$ cat config.mk
export PLATFORM = sky130hd
export DESIGN_NAME = async_fifo_wptr_ctrl
export DESIGN_NICKNAME = d
export VERILOG_FILES = /design/src/rtl/async_fifo_wptr_ctrl.sv
export SDC_FILE = /design/constraint.sdc
export NUM_CORES = 1
export LEC_CHECK = 0
export CAP_MARGIN = 25
export CORE_ASPECT_RATIO = 0.7
export CORE_MARGIN = 1
export CORE_UTILIZATION = 25
export CTS_CLUSTER_DIAMETER = 100
export DETAILED_ROUTE_END_ITERATION = 8
export MAX_ROUTING_LAYER = met4
export PLACE_DENSITY_LB_ADDON = 0.25
export SYNTH_ARGS = -nofsm -noshare
export SYNTH_HDL_FRONTEND = slang
export SYNTH_SLANG_ARGS = --single-unit
$ cat constraint.sdc
create_clock -name wclk -period 2.6 [get_ports wclk]
set_clock_uncertainty 0.1 [all_clocks]
set_input_delay 0.26 -clock wclk [delete_from_list [all_inputs] [get_ports wclk]]
set_output_delay 0.26 -clock wclk [all_outputs]
set_load 0.05 [all_outputs]
$ cat src/rtl/async_fifo_wptr_ctrl.sv
// Write-side pointer and flag controller for the dual-clock FIFO.
// Owns the binary and Gray write pointers, RAM write port, and the full, almost-full, level and overflow flags.
module async_fifo_wptr_ctrl #(
  parameter int unsigned ADDR_W = 3
) (
  input  logic              wclk,
  input  logic              wrst_n,
  input  logic              winc,
  input  logic [ADDR_W:0]   wq2_rptr,
  input  logic [ADDR_W:0]   afull_thr,
  input  logic              wovf_clr,
  output logic [ADDR_W:0]   wptr,
  output logic [ADDR_W-1:0] waddr,
  output logic              wclken,
  output logic              wfull,
  output logic              wafull,
  output logic [ADDR_W:0]   wlevel,
  output logic              wovf
);

  localparam int unsigned PW = ADDR_W + 1;
  // Full when the write pointer equals the read pointer with its top two Gray bits inverted.
  localparam logic [PW-1:0] FULL_MASK = PW'(3) << (PW - 2);

  logic [PW-1:0] wbin;
  logic [PW-1:0] wbin_n;
  logic [PW-1:0] wgray_n;
  logic [PW-1:0] rbin;
  logic [PW-1:0] lvl_n;
  logic          push;
  logic          wafull_q;

  // Next pointer values for this cycle's write.
  always_comb begin
    push    = winc & ~wfull;
    wbin_n  = wbin + PW'(push);
    wgray_n = wbin_n ^ (wbin_n >> 1);
  end

  // Gray-to-binary of the synchronised read pointer: each bit is the XOR of itself and all bits above it.
  always_comb begin
    rbin = '0;
    for (int unsigned i = 0; i < PW; i++) begin
      rbin[i] = ^(wq2_rptr >> i);
    end
  end

  assign lvl_n = wbin_n - rbin;

  always_ff @(posedge wclk or negedge wrst_n) begin
    if (!wrst_n) begin
      wbin     <= '0;
      wptr     <= '0;
      wfull    <= 1'b0;
      wlevel   <= '0;
      wafull_q <= 1'b0;
      wovf     <= 1'b0;
    end else begin
      wbin     <= wbin_n;
      wptr     <= wgray_n;
      wfull    <= (wgray_n == (wq2_rptr ^ FULL_MASK));
      wlevel   <= lvl_n;
      wafull_q <= (lvl_n >= afull_thr);
      if (winc & wfull) begin
        wovf <= 1'b1;
      end else if (wovf_clr) begin
        wovf <= 1'b0;
      end
    end
  end

  assign waddr  = wbin[ADDR_W-1:0];
  assign wclken = push;
  // A zero threshold is always met, including through reset, so it bypasses the register.
  assign wafull = wafull_q | (afull_thr == '0);

endmodule

==> flow_summary.toml, run 1 <==
[min_path]
min_path_type = "input pin to flop"
hold-path-cell-count = 3

[cts]
cts-root-buf = "clkbuf_8"
cts_hold_buffers = 0
cts_made_buffers = 3
clk_pin_slew_ns = 0.06
clockBufferDepth = 2
insertion_delay_ns = 0.24
cts_tree = "done"
clock_sinks = 14
ctsHtreeMaxLevel = 1

[timing]
setup_viol = 0
max_freq_ghz = 0.403
finalHoldViolCount = 0
setup_ws_ns = 0.116
max_slew_margin_pct = 56.2
timing.final.crit_share_pct = 95.5
final_max_slew_viol_count = 0
setup_tns_ns = 0
rsz0062_at_grt = "no"
worstMarginPinSlew_ns = 0.655
holdWs_ns = 0.169
fin_crit_ns = 2.48

[synth]
synth_area_per_cell_um2 = 11.6
yosysSeqAreaShare_pct = 45.9
ys_ff_latch = 14
synthCells = 66
yosysUniqueCellTypes = 17
syn_area_um2 = 763
syn_nets = 88
yosys_warnings = 0

[global_routing]
grtUsageMet3_pct = 3.50
antenna_found_initial = 0
grt_max_degree = 15
grt_pass1_wl_um = 2440
overflow = 0
grt_usage_pct = 11.0
grt_busiest_layer = "met2"
grtUsageMet1_pct = 14.9
met2_usage_pct = 15.7
grt_pass1_vias = 519

[run_status]
status = "completed"

[layout]
fin_nets = 130
num-fill-cells = 273
num_antenna_cells = 0
area_growth_pct = 64.8
fin_area_um2 = 1260
multi_input_area_um2 = 418
seq_area_um2 = 352
drive_gt1_share_pct = 24.3

[placed_design]
place_area_um2 = 1180
portBuffers = 26
pre_cts_ws_ns = -0.397
post-dp-hpwl_um = 1260
place_congestion = 0.743

[die]
dieArea_um2 = 3280
fp.dieW_um = 68.0
start_util_pct = 26.8
core_um2 = 2840
pin_count = 27
row_count = 16
die_y_um = 48.2

[routing]
first_pass_iters = 3
wirelength_um = 1460
drt_iter0_drc = 16
vias_per_cell = 4.03
route.detailed.drc = 0
wl_per_cell_um = 10.2
via_count = 576
drt.antenna.violating_nets = 0

[setup_path]
cp-end-kind = "flop"
reg2regPathDepth = 10
cp_data_required_time_ns = 2.64
critPathKind = "input pin to flop"
crit_arrival_ns = 2.52
critPathLaunchType = "input pin"
cp_max_fo = 2

[run]
maxCapViolCount = 0
-- cells in the mapped netlist (all sizes together) --
| cell | number | area (um^2) |
|---|---|---|
| a21oi | 1 | 5.00 |
| nand2 | 1 | 3.75 |
| dfrtp | 14 | 350 |
| a21o | 4 | 30.0 |
| or3 | 2 | 12.5 |
| o21ai | 1 | 5.00 |
| fa | 1 | 20.0 |
| xor2 | 8 | 77.6 |
| o41ai | 1 | 8.76 |
| nand2b | 1 | 6.26 |
| nand3 | 3 | 15.0 |
| ha | 9 | 113 |
| a22oi | 1 | 12.5 |
| xnor2 | 6 | 52.6 |
| inv | 12 | 45.0 |
| nor2b | 1 | 6.26 |
-- logic make-up (layout without fill, tap and decap cells) --
kind of cell             count (synthesis)  in the layout  synth area share, %
adder cells (fa/ha/maj)                 10             10                 17.4
buffers and inverters                   12             53                 5.90
flip-flops                              14             14                 45.9
AND/OR/NAND/NOR                          8              8                 5.74
AO/OA/AOI/OAI                            8              8                 8.03
XOR/XNOR                                14             14                 17.0
-- final cells by class --
cell class / count / share of cell area [%]
repair buffers: 37 / 27.1
inverters: 12 / 3.78
clock buffers: 4 / 4.38
flip-flops and latches: 14 / 28.0
well taps: 36 / 3.58
multi-input cells: 40 / 33.2
-- final timing paths --
kind / startpoint / end / slack, ns
min reg2reg: wovf / wovf / 0.44
min in group asynchronous: wrst_n / wovf / 0.32
max in group asynchronous: wrst_n / wfull / 1.62
max reg2reg: wfull / wafull_q / 0.19
min: winc / wovf / 0.17
max: wq2_rptr[1] / wafull_q / 0.12
-- timing repair --
| action | CTS | global route |
|---|---|---|
| setup buffers | 1 | 0 |
| pin swaps | 2 | 1 |
| resized for setup | 3 | 2 |
| endpoints found under the setup margin | 1 | 1 |
-- layout by cell type, fill, tap and decap left out, drive strengths merged, types with 3 or more instances in the layout --
cell,count
a21o,4
buf,12
clkbuf,4
clkdlybuf4s50,22
dfrtp,14
ha,9
inv,12
nand3,3
xnor2,6
xor2,8
-- worst max-delay path: stages --
cell and delay [ns]:
clkdlybuf4s50_1 0.53, xor2_2 0.19, xnor2_1 0.09, ha_2 0.19, fa_1 0.47, inv_1 0.05
ha_1 0.27, a21o_1 0.17, a21o_1 0.15, a21o_1 0.14
-- through the flow --
step / std cells / utilization, %
final: 143 / 44.2
after detailed placement: 138 / 41.5
after global routing: 143 / 44.2
after floorplan: 66 / -
after global placement: 138 / 41.5
after CTS: 143 / 43.9
-- layer usage --
metal | share of wire, % | vias up
met5 | 0 | -
met4 | 0 | 0
met3 | 4.2 | 0
met2 | 49 | 13
met1 | 47 | 270
li1 | - | 293
-- flip-flops by register name (all words and copies together) (netlist names) --
name,count
wbin,4
wafull_q,1
wlevel,4
wovf,1
wptr,3
wfull,1
Power of run 1 is not shown: default switching activity piles up to over one toggle a cycle in this logic, so the estimate is an artifact.
==> run 2: changes to the inputs <==
--- a/config.mk
+++ b/config.mk
@@ -11,6 +11,8 @@
 export CORE_UTILIZATION = 25
 export CTS_CLUSTER_DIAMETER = 100
 export DETAILED_ROUTE_END_ITERATION = 8
+export GPL_ROUTABILITY_DRIVEN = 0
+export GPL_TIMING_DRIVEN = 0
 export MAX_ROUTING_LAYER = met4
 export PLACE_DENSITY_LB_ADDON = 0.25
 export SYNTH_ARGS = -nofsm -noshare
==> run 2 against run 1 <==
Against the previous run: register-to-register slack worse by 0.04 ns; non-clock buffer count shrank 5; design area decreased by 1.7%; largest cell class unchanged; global-route usage down 1.4 points; clock-buffer cell count unchanged; critical path depth rose by 1; setup slack got worse by 0.026 ns; flip-flop and latch count stayed put; core utilization down 0.75 points.
==> flow_summary.toml, run 2 (same netlist as run 1, synthesis figures left out) <==
[run_status]
status = "completed"

[layout]
drive_gt1_share_pct = 19.6
num_antenna_cells = 0
area_growth_pct = 62.0
fin_nets = 125
seq_area_um2 = 352
num-fill-cells = 277
final_common_cell = "clkdlybuf4s50_1"
final_cell_mix = "clkdlybuf4s50_1, dfrtp_1, inv_1"
multi_input_area_um2 = 429
fin_util_pct = 43.5
top_regs = "wbin: 4 flops, wlevel: 4 flops, wptr: 3 flops"

[routing]
vias_per_cell = 4.00
via_count = 552
drt_iter0_drc = 8
wl_per_cell_um = 10.3
route.detailed.drc = 0
wirelength_um = 1420
drt.antenna.violating_nets = 0
first_pass_iters = 4

[die]
die_y_um = 48.2
pin_count = 27
fp.dieW_um = 68.0
dieArea_um2 = 3280
core_um2 = 2840
row_count = 16
start_util_pct = 26.8

[global_routing]
overflow = 0
grt_max_degree = 15
grt_pass1_wl_um = 2130
grt_pass1_vias = 489
grt_usage_pct = 9.54
antenna_found_initial = 0

[cts]
clk_pin_slew_ns = 0.06
cts_made_buffers = 3
cts_tree = "done"
ctsHtreeMaxLevel = 1
cts-root-buf = "clkbuf_8"
cts_hold_buffers = 0
clockBufferDepth = 2
clock_sinks = 14
insertion_delay_ns = 0.24

[timing]
setup_tns_ns = 0
fin_crit_ns = 2.51
max_slew_margin_pct = 57.9
finalHoldViolCount = 0
max_freq_ghz = 0.398
setup_viol = 0
final_max_slew_viol_count = 0
worstMarginPinSlew_ns = 0.630
setup_ws_ns = 0.0905
holdWs_ns = 0.171
timing.final.crit_share_pct = 96.5

[setup_path]
slowest_stage = "fa_1"
crit_arrival_ns = 2.55
critPathLaunchType = "input pin"
cp_max_fo = 4
path_cells = "dlygate4sd2_1, xnor2_2, xor2_2, xnor2_1, ha_2, fa_1, inv_1, ha_1, a21o_1, a21o_1, a21o_1"
critPathKind = "input pin to flop"
path_common_cell = "a21o_1"
cp_data_required_time_ns = 2.64
cpPeakStageDelay_ns = 0.48
cp-end-kind = "flop"

[run]
maxCapViolCount = 0

[min_path]
min_path_type = "input pin to flop"

[placed_design]
post-dp-hpwl_um = 1100
portBuffers = 26
pre_cts_ws_ns = -0.575
## run 2: cell count changes in the layout (fill, tap and decap cells not counted), sizes merged
cell          before  now
buf               12    6
dlymetal6s2s       1    2
## run 2: routing by layer
metal / global-route usage (%) / wire length (um) / up-vias
li1: - / - / 283
met2: 15.1 / 714 / 14
met3: 4.44 / 75 / 0
met4: 1.25 / 0 / 0
met5: - / 0 / -
met1: 11.4 / 632 / 255
## run 2: area by class of cell
cell class,count,area share (%)
Clock buffer,4,4.45
Inverter,12,3.85
Multi-Input combinational cell,40,34.7
Sequential cell,14,28.4
Tap cell,36,3.64
Timing Repair Buffer,32,24.9
## run 2: through the flow
stage,cells,area [um^2]
final,138,1240
after global routing,138,1240
after CTS,133,1190
after detailed placement,128,1110
after global placement,128,1110
after floorplan,66,802
## run 2: final timing paths
check                                  from   endpoint  slack (ns)  cells past startpoint
worst max-delay path            wq2_rptr[3]   wafull_q        0.09                     11
worst min-delay path                   winc       wovf        0.17                      3
worst max register to register        wfull   wafull_q        0.15                     10
worst min register to register         wovf       wovf        0.42                      2
max in group asynchronous            wrst_n      wfull        1.65                      1
min in group asynchronous            wrst_n  wlevel[2]        0.31                      1
## run 2: timing repair
item / 4_1_cts / 5_1_grt
resized for setup: 4 / 3
setup buffers: 1 / 5
setup endpoints to repair: 1 / 1
pin swaps: 1 / 6
## run 2: critical path, delay by kind of cell
| family | cells | cell delay, ns |
|---|---|---|
| buffers and inverters | 2 | 0.36 |
| AO/OA/AOI/OAI | 3 | 0.45 |
| adder cells (fa/ha/maj) | 3 | 0.94 |
| XOR/XNOR | 3 | 0.54 |
Power of run 2 is left out for the same reason.
